### src/rtl/cam_array_if.sv
// CAM request/response bundle shared by the requester and the CAM array.
//
// Handshake: every request (read_i, write_i, search_i) is a single-cycle
// strobe sampled on the rising clock edge together with its index/data
// fields. The CAM has no backpressure and accepts every request on every
// cycle. Each response strobe (read_valid_o, search_valid_o) is high for
// exactly one cycle, and its data field is meaningful only while the strobe
// is high.
interface cam_array_if #(
    parameter int ARRAY_WIDTH_LOG2 = 5,
    parameter int ARRAY_SIZE_LOG2  = 5
);
    localparam int W  = 1 << ARRAY_WIDTH_LOG2;
    localparam int IW = ARRAY_SIZE_LOG2;

    logic          read_i;
    logic [IW-1:0] read_index_i;
    logic          write_i;
    logic [IW-1:0] write_index_i;
    logic [W-1:0]  write_data_i;
    logic          search_i;
    logic [W-1:0]  search_data_i;
    logic          read_valid_o;
    logic [W-1:0]  read_value_o;
    logic          search_valid_o;
    logic [IW-1:0] search_index_o;

    modport master (
        output read_i, read_index_i, write_i, write_index_i, write_data_i,
               search_i, search_data_i,
        input  read_valid_o, read_value_o, search_valid_o, search_index_o
    );

    modport slave (
        input  read_i, read_index_i, write_i, write_index_i, write_data_i,
               search_i, search_data_i,
        output read_valid_o, read_value_o, search_valid_o, search_index_o
    );
endinterface

### src/rtl/cam_array.sv
// Content-addressable memory: 2**ARRAY_SIZE_LOG2 entries of
// 2**ARRAY_WIDTH_LOG2 bits, each with a valid bit. Reads answer one cycle
// after the request; searches use a two-stage pipeline (match vector, then a
// lowest-index priority encode) and answer two cycles after the request.
// All outputs are registered.
module cam_array #(
    parameter int ARRAY_WIDTH_LOG2 = 5,
    parameter int ARRAY_SIZE_LOG2  = 5
) (
    input  logic        clk,
    input  logic        reset,
    cam_array_if.slave  bus
);
    localparam int W  = 1 << ARRAY_WIDTH_LOG2;
    localparam int N  = 1 << ARRAY_SIZE_LOG2;
    localparam int IW = ARRAY_SIZE_LOG2;

    typedef logic [IW-1:0] idx_t;

    logic [W-1:0] mem [N];
    logic [N-1:0] valid_q;

    // Search stage 1 registers: match vector plus its stage-valid flag.
    logic [N-1:0] match_d;
    logic [N-1:0] match_q;
    logic         s1_valid_q;

    // Stage 2 combinational priority encode of the registered match vector.
    idx_t         enc_idx;
    logic         enc_hit;

    // Storage update; reads and searches at the same edge see the old contents
    // because they sample mem/valid_q before these non-blocking updates land.
    always_ff @(posedge clk or negedge reset) begin
        if (!reset) begin
            for (int k = 0; k < N; k++) begin
                mem[k] <= '0;
            end
            valid_q <= '0;
        end else if (bus.write_i) begin
            mem[bus.write_index_i]     <= bus.write_data_i;
            valid_q[bus.write_index_i] <= 1'b1;
        end
    end

    // Registered read port; the value holds between requests.
    always_ff @(posedge clk or negedge reset) begin
        if (!reset) begin
            bus.read_valid_o <= 1'b0;
            bus.read_value_o <= '0;
        end else begin
            bus.read_valid_o <= bus.read_i;
            if (bus.read_i) begin
                bus.read_value_o <= mem[bus.read_index_i];
            end
        end
    end

    // Compare the search key against every valid entry in parallel.
    always_comb begin
        match_d = '0;
        for (int k = 0; k < N; k++) begin
            match_d[k] = valid_q[k] && (mem[k] == bus.search_data_i);
        end
    end

    // Search stage 1: capture the match vector so later writes cannot alter it.
    always_ff @(posedge clk or negedge reset) begin
        if (!reset) begin
            match_q    <= '0;
            s1_valid_q <= 1'b0;
        end else begin
            match_q    <= match_d;
            s1_valid_q <= bus.search_i;
        end
    end

    // Lowest set bit wins: scanning downward lets lower indices overwrite.
    always_comb begin
        enc_idx = '0;
        for (int k = N - 1; k >= 0; k--) begin
            if (match_q[k]) begin
                enc_idx = idx_t'(k);
            end
        end
        enc_hit = s1_valid_q && (|match_q);
    end

    // Search stage 2: register the result; a miss or idle cycle reports index 0.
    always_ff @(posedge clk or negedge reset) begin
        if (!reset) begin
            bus.search_valid_o <= 1'b0;
            bus.search_index_o <= '0;
        end else begin
            bus.search_valid_o <= enc_hit;
            bus.search_index_o <= enc_hit ? enc_idx : '0;
        end
    end
endmodule

### src/flat_wrapper.sv
// flat-port wrapper written by rule: the top's interface ports become plain ports
module cam_array_flat 
#(
    parameter int ARRAY_WIDTH_LOG2 = 5,
    parameter int ARRAY_SIZE_LOG2  = 5
)
  (clk, reset, bus_read_i, bus_read_index_i, bus_write_i, bus_write_index_i, bus_write_data_i, bus_search_i, bus_search_data_i, bus_read_valid_o, bus_read_value_o, bus_search_valid_o, bus_search_index_o);
  cam_array_if #(.ARRAY_WIDTH_LOG2(ARRAY_WIDTH_LOG2), .ARRAY_SIZE_LOG2(ARRAY_SIZE_LOG2)) bus_i ();
  input  logic clk;
  input  logic reset;
  input wire logic [$bits(bus_i.read_i)-1:0] bus_read_i;
  input wire logic [$bits(bus_i.read_index_i)-1:0] bus_read_index_i;
  input wire logic [$bits(bus_i.write_i)-1:0] bus_write_i;
  input wire logic [$bits(bus_i.write_index_i)-1:0] bus_write_index_i;
  input wire logic [$bits(bus_i.write_data_i)-1:0] bus_write_data_i;
  input wire logic [$bits(bus_i.search_i)-1:0] bus_search_i;
  input wire logic [$bits(bus_i.search_data_i)-1:0] bus_search_data_i;
  output wire logic [$bits(bus_i.read_valid_o)-1:0] bus_read_valid_o;
  output wire logic [$bits(bus_i.read_value_o)-1:0] bus_read_value_o;
  output wire logic [$bits(bus_i.search_valid_o)-1:0] bus_search_valid_o;
  output wire logic [$bits(bus_i.search_index_o)-1:0] bus_search_index_o;
  assign bus_i.read_i = bus_read_i;
  assign bus_i.read_index_i = bus_read_index_i;
  assign bus_i.write_i = bus_write_i;
  assign bus_i.write_index_i = bus_write_index_i;
  assign bus_i.write_data_i = bus_write_data_i;
  assign bus_i.search_i = bus_search_i;
  assign bus_i.search_data_i = bus_search_data_i;
  assign bus_read_valid_o = bus_i.read_valid_o;
  assign bus_read_value_o = bus_i.read_value_o;
  assign bus_search_valid_o = bus_i.search_valid_o;
  assign bus_search_index_o = bus_i.search_index_o;
  cam_array #(.ARRAY_WIDTH_LOG2(ARRAY_WIDTH_LOG2), .ARRAY_SIZE_LOG2(ARRAY_SIZE_LOG2)) u_core (.clk(clk), .reset(reset), .bus(bus_i));
endmodule
### config.mk
export PLATFORM = sky130hd
export DESIGN_NAME = cam_array_flat
export DESIGN_NICKNAME = d
export VERILOG_FILES = /design/src/rtl/cam_array_if.sv /design/src/rtl/cam_array.sv /design/src/flat_wrapper.sv
export SDC_FILE = /design/constraint.sdc
export NUM_CORES = 2
export LEC_CHECK = 0
export CAP_MARGIN = 0
export CORE_MARGIN = 2
export CORE_UTILIZATION = 25
export DETAILED_ROUTE_END_ITERATION = 8
export GPL_ROUTABILITY_DRIVEN = 0
export GPL_TIMING_DRIVEN = 0
export SYNTH_ARGS = -nofsm -noshare
export SYNTH_HDL_FRONTEND = slang
export SYNTH_SLANG_ARGS = --single-unit
### constraint.sdc
create_clock -name clk -period 2.55 [get_ports clk]
set_input_delay 0.6375 -clock clk [delete_from_list [all_inputs] [get_ports clk]]
set_output_delay 0.6375 -clock clk [all_outputs]
set_load 0.005 [all_outputs]
==> metrics <==
Vias 45,730; DP HPWL 238,700 µm; Final Setup Violations 55; register area 28,250 µm²; synth cell count leaders dfrtp_1, mux2_2, xnor2_1, mux2i_1, nand4_1; failing checks hold timing, setup timing; Die Area 252,200 µm²; Slew Limit Headroom 0.08285; DP Worst Slack -1.854 ns; final wirelength 292,700 µm; Global Route Usage Sum 0.2256; reg-to-reg startpoint u_core.mem[534]$_DFFE_PN0P_; yosys warns 0; area of the multi-input gates 32,160 µm²; Worst Setup Start Kind input port; DR vias/cell 5.379; vias in the first global route 44,440; Mapped Avg Cell Area 12.82 µm²; ys async rst share 1.000; reg2reg setup slack -0.16 ns; Crit Path Class input port to flip-flop; fmax 360.6 MHz; core area roughly 250,000 µm²; initial antenna violation count 35; Max VDD drop ~660 µV; share of the synthesized area in the top cell type 0.4549; period utilisation layout 1.088; r2r endpoint u_core.match_q[15]$_DFF_PN0_; Sink Count 1,128; Final Hold Vio Count between 150 and 200; number of synthesized flops with an enable pin 0; P per Cell Area 855.4 nW/µm²; H-tree depth 4; router iterations before antenna repair 7; Yosys top cell by area dfrtp_1; antenna-violating nets left 0; clk buf depth 3; Final WS setup -0.2234 ns; Overall Power roughly 62 mW; largest net degree at the start of global routing around 180; ys flop type dfrtp_1; die width ~500 µm; Slew @ Worst Pin 1.371 ns; Yosys reg bits between 1,000 and 1,500; status finished, violations left; Pleak 29.86 nW; max-slew violation count 0; CTS tree yes; post-synth cell types 58; Final Skew ~0.027 ns; wire length of the first global-routing pass between 300,000 and 400,000 µm; WHS -0.2163 ns; DRC violations left 0; worst-path fanout max 10; Register-to-Register Path Depth 5; CP Data Required Time approximately 3.2 ns; Clk pin slew, worst setup/hold paths about 0.06 ns; Crit path arrival time approximately 3.4 ns; Starting Density 0.2518; synth-to-layout area growth 17.11%; RSZ-0062 raised after global routing true; max cap viols 0; die height 502.2 µm; wire per inst 34.43 µm; port buffer count 80; fill count 25,150; final net count 5,148; TritonCTS Buffers 134; min Tclk post-route 2.773 ns; worst min path class input port to async pin; Clock Latency Late Sink between 0.8 and 0.9 ns; grt ovf 0; Cells after Synth 4,842; I/O pins 118; Mapped Area 62,050 µm²; share of cells above drive strength 1 0.3311; post-synthesis sequential area ratio 0.4549; Clock Tree Root clkbuf_16; most common cell in the netlist dfrtp_1; num rows 182; Initial DRC Count about 6,900; top cells by area, synth dfrtp_1, mux2_2, xnor2_1, mux4_2, mux2i_1; CP Capture Type flip-flop; Syn Nets 4,921
==> repair_timing <==
item	4_1_cts	5_1_grt
cloned	2	1
setup endpoints to repair	551	273
buffers inserted	2	0
resized for setup	110	89
pin swaps	4	2
endpoints found under the hold margin	173	173
==> per-stage QoR <==
| step | utilization | std cells | instance area [µm²] | setup TNS [ns] |
|---|---|---|---|---|
| 5_1_grt | 0.2948 | 8491 | 72640 | -0.03834 |
| 2_1_floorplan | - | 4842 | 62050 | 0 |
| 4_1_cts | 0.2931 | 8488 | 72230 | 0 |
| 3_3_place_gp | 0.2719 | 8234 | 67000 | - |
| 3_5_place_dp | 0.2727 | 8240 | 67190 | -1090.94 |
| 6_report | 0.2949 | 8502 | 72670 | -2.460 |
==> state kept, by name, summed over array words and instances, names as in the netlist <==
| name | count |
|---|---|
| u_core.bus.read_value_o | 32 |
| u_core.match_q | 32 |
| u_core.s1_valid_q | 1 |
| u_core.bus.search_index_o | 5 |
| u_core.bus.search_valid_o | 1 |
| u_core.bus.read_valid_o | 1 |
| u_core.mem | 1024 |
| u_core.valid_q | 32 |
==> worst max-delay path by stage <==
stage,start,to
2_1_floorplan,bus_read_index_i[0],u_core.bus.read_value_o[21]$_DFFE_PN0P_
3_3_place_gp,reset,u_core.mem[445]$_DFFE_PN0P_
3_5_place_dp,bus_search_data_i[18],u_core.match_q[14]$_DFF_PN0_
4_1_cts,bus_search_data_i[3],u_core.match_q[0]$_DFF_PN0_
5_1_grt,u_core.mem[711]$_DFFE_PN0P_,u_core.match_q[9]$_DFF_PN0_
6_report,bus_search_data_i[30],u_core.match_q[15]$_DFF_PN0_
==> where the power goes <==
part | internal, mW | total, mW | switching [mW]
logic | 6.74 | 16.8 | 10.1
clock network | 12.2 | 20.5 | 8.30
registers | 21.3 | 24.9 | 3.60
==> final cells by class <==
| class | instances | area share |
|---|---|---|
| well taps | 3312 | 0.05702 |
| clock inverters | 42 | 0.007868 |
| diodes | 13 | 0.0004477 |
| plain buffers | 435 | 0.03199 |
| clock buffers | 202 | 0.05563 |
| multi-input cells | 3263 | 0.4425 |
| flip-flops and latches | 1128 | 0.3887 |
| inverters | 16 | 0.0008264 |
| repair buffers | 91 | 0.01498 |
==> cells in the final DEF (no fill, tap or decap), drive strengths merged, types with 3 or more instances in the layout <==
cell type and instances:
a2111oi 65, a211oi 3, a21oi 6, a22o 63
a32o 32, buf 265, bufinv 12, clkbuf 380
clkdlybuf4s50 76, clkinv 20, dfrtp 1128, diode 13
inv 24, mux2 1087, mux2i 224, mux4 128
nand2 27, nand2b 19, nand3 66, nand3b 4
nand4 213, nor2 94, nor3 10, nor3b 5
nor4 117, o21ai 10, o22ai 33, or2 18
xnor2 835, xor2 181
==> critical path: stages <==
cell,delay (ns)
clkbuf_2,0.38
buf_2,0.49
buf_2,0.49
xnor2_1,0.44
nand4_1,0.26
nor4_4,0.66
==> metal layers <==
layer | vias up | GRT usage | wire [µm]
met4 | 44 | 0.1338 | 21060
met5 | - | 0 | 614
met1 | 23840 | 0.2721 | 108700
li1 | 17940 | - | -
met3 | 679 | 0.1345 | 47730
met2 | 3226 | 0.3036 | 114500
==> cell families after synthesis <==
group | count (synthesis) | share of synthesized area
multiplexers | 1439 | 0.2803
flip-flops | 1128 | 0.4549
XOR/XNOR | 1016 | 0.1434
AND/OR/NAND/NOR | 584 | 0.05402
buffers and inverters | 451 | 0.03636
AO/OA/AOI/OAI | 224 | 0.03099
(Power assumes the default switching activity.)
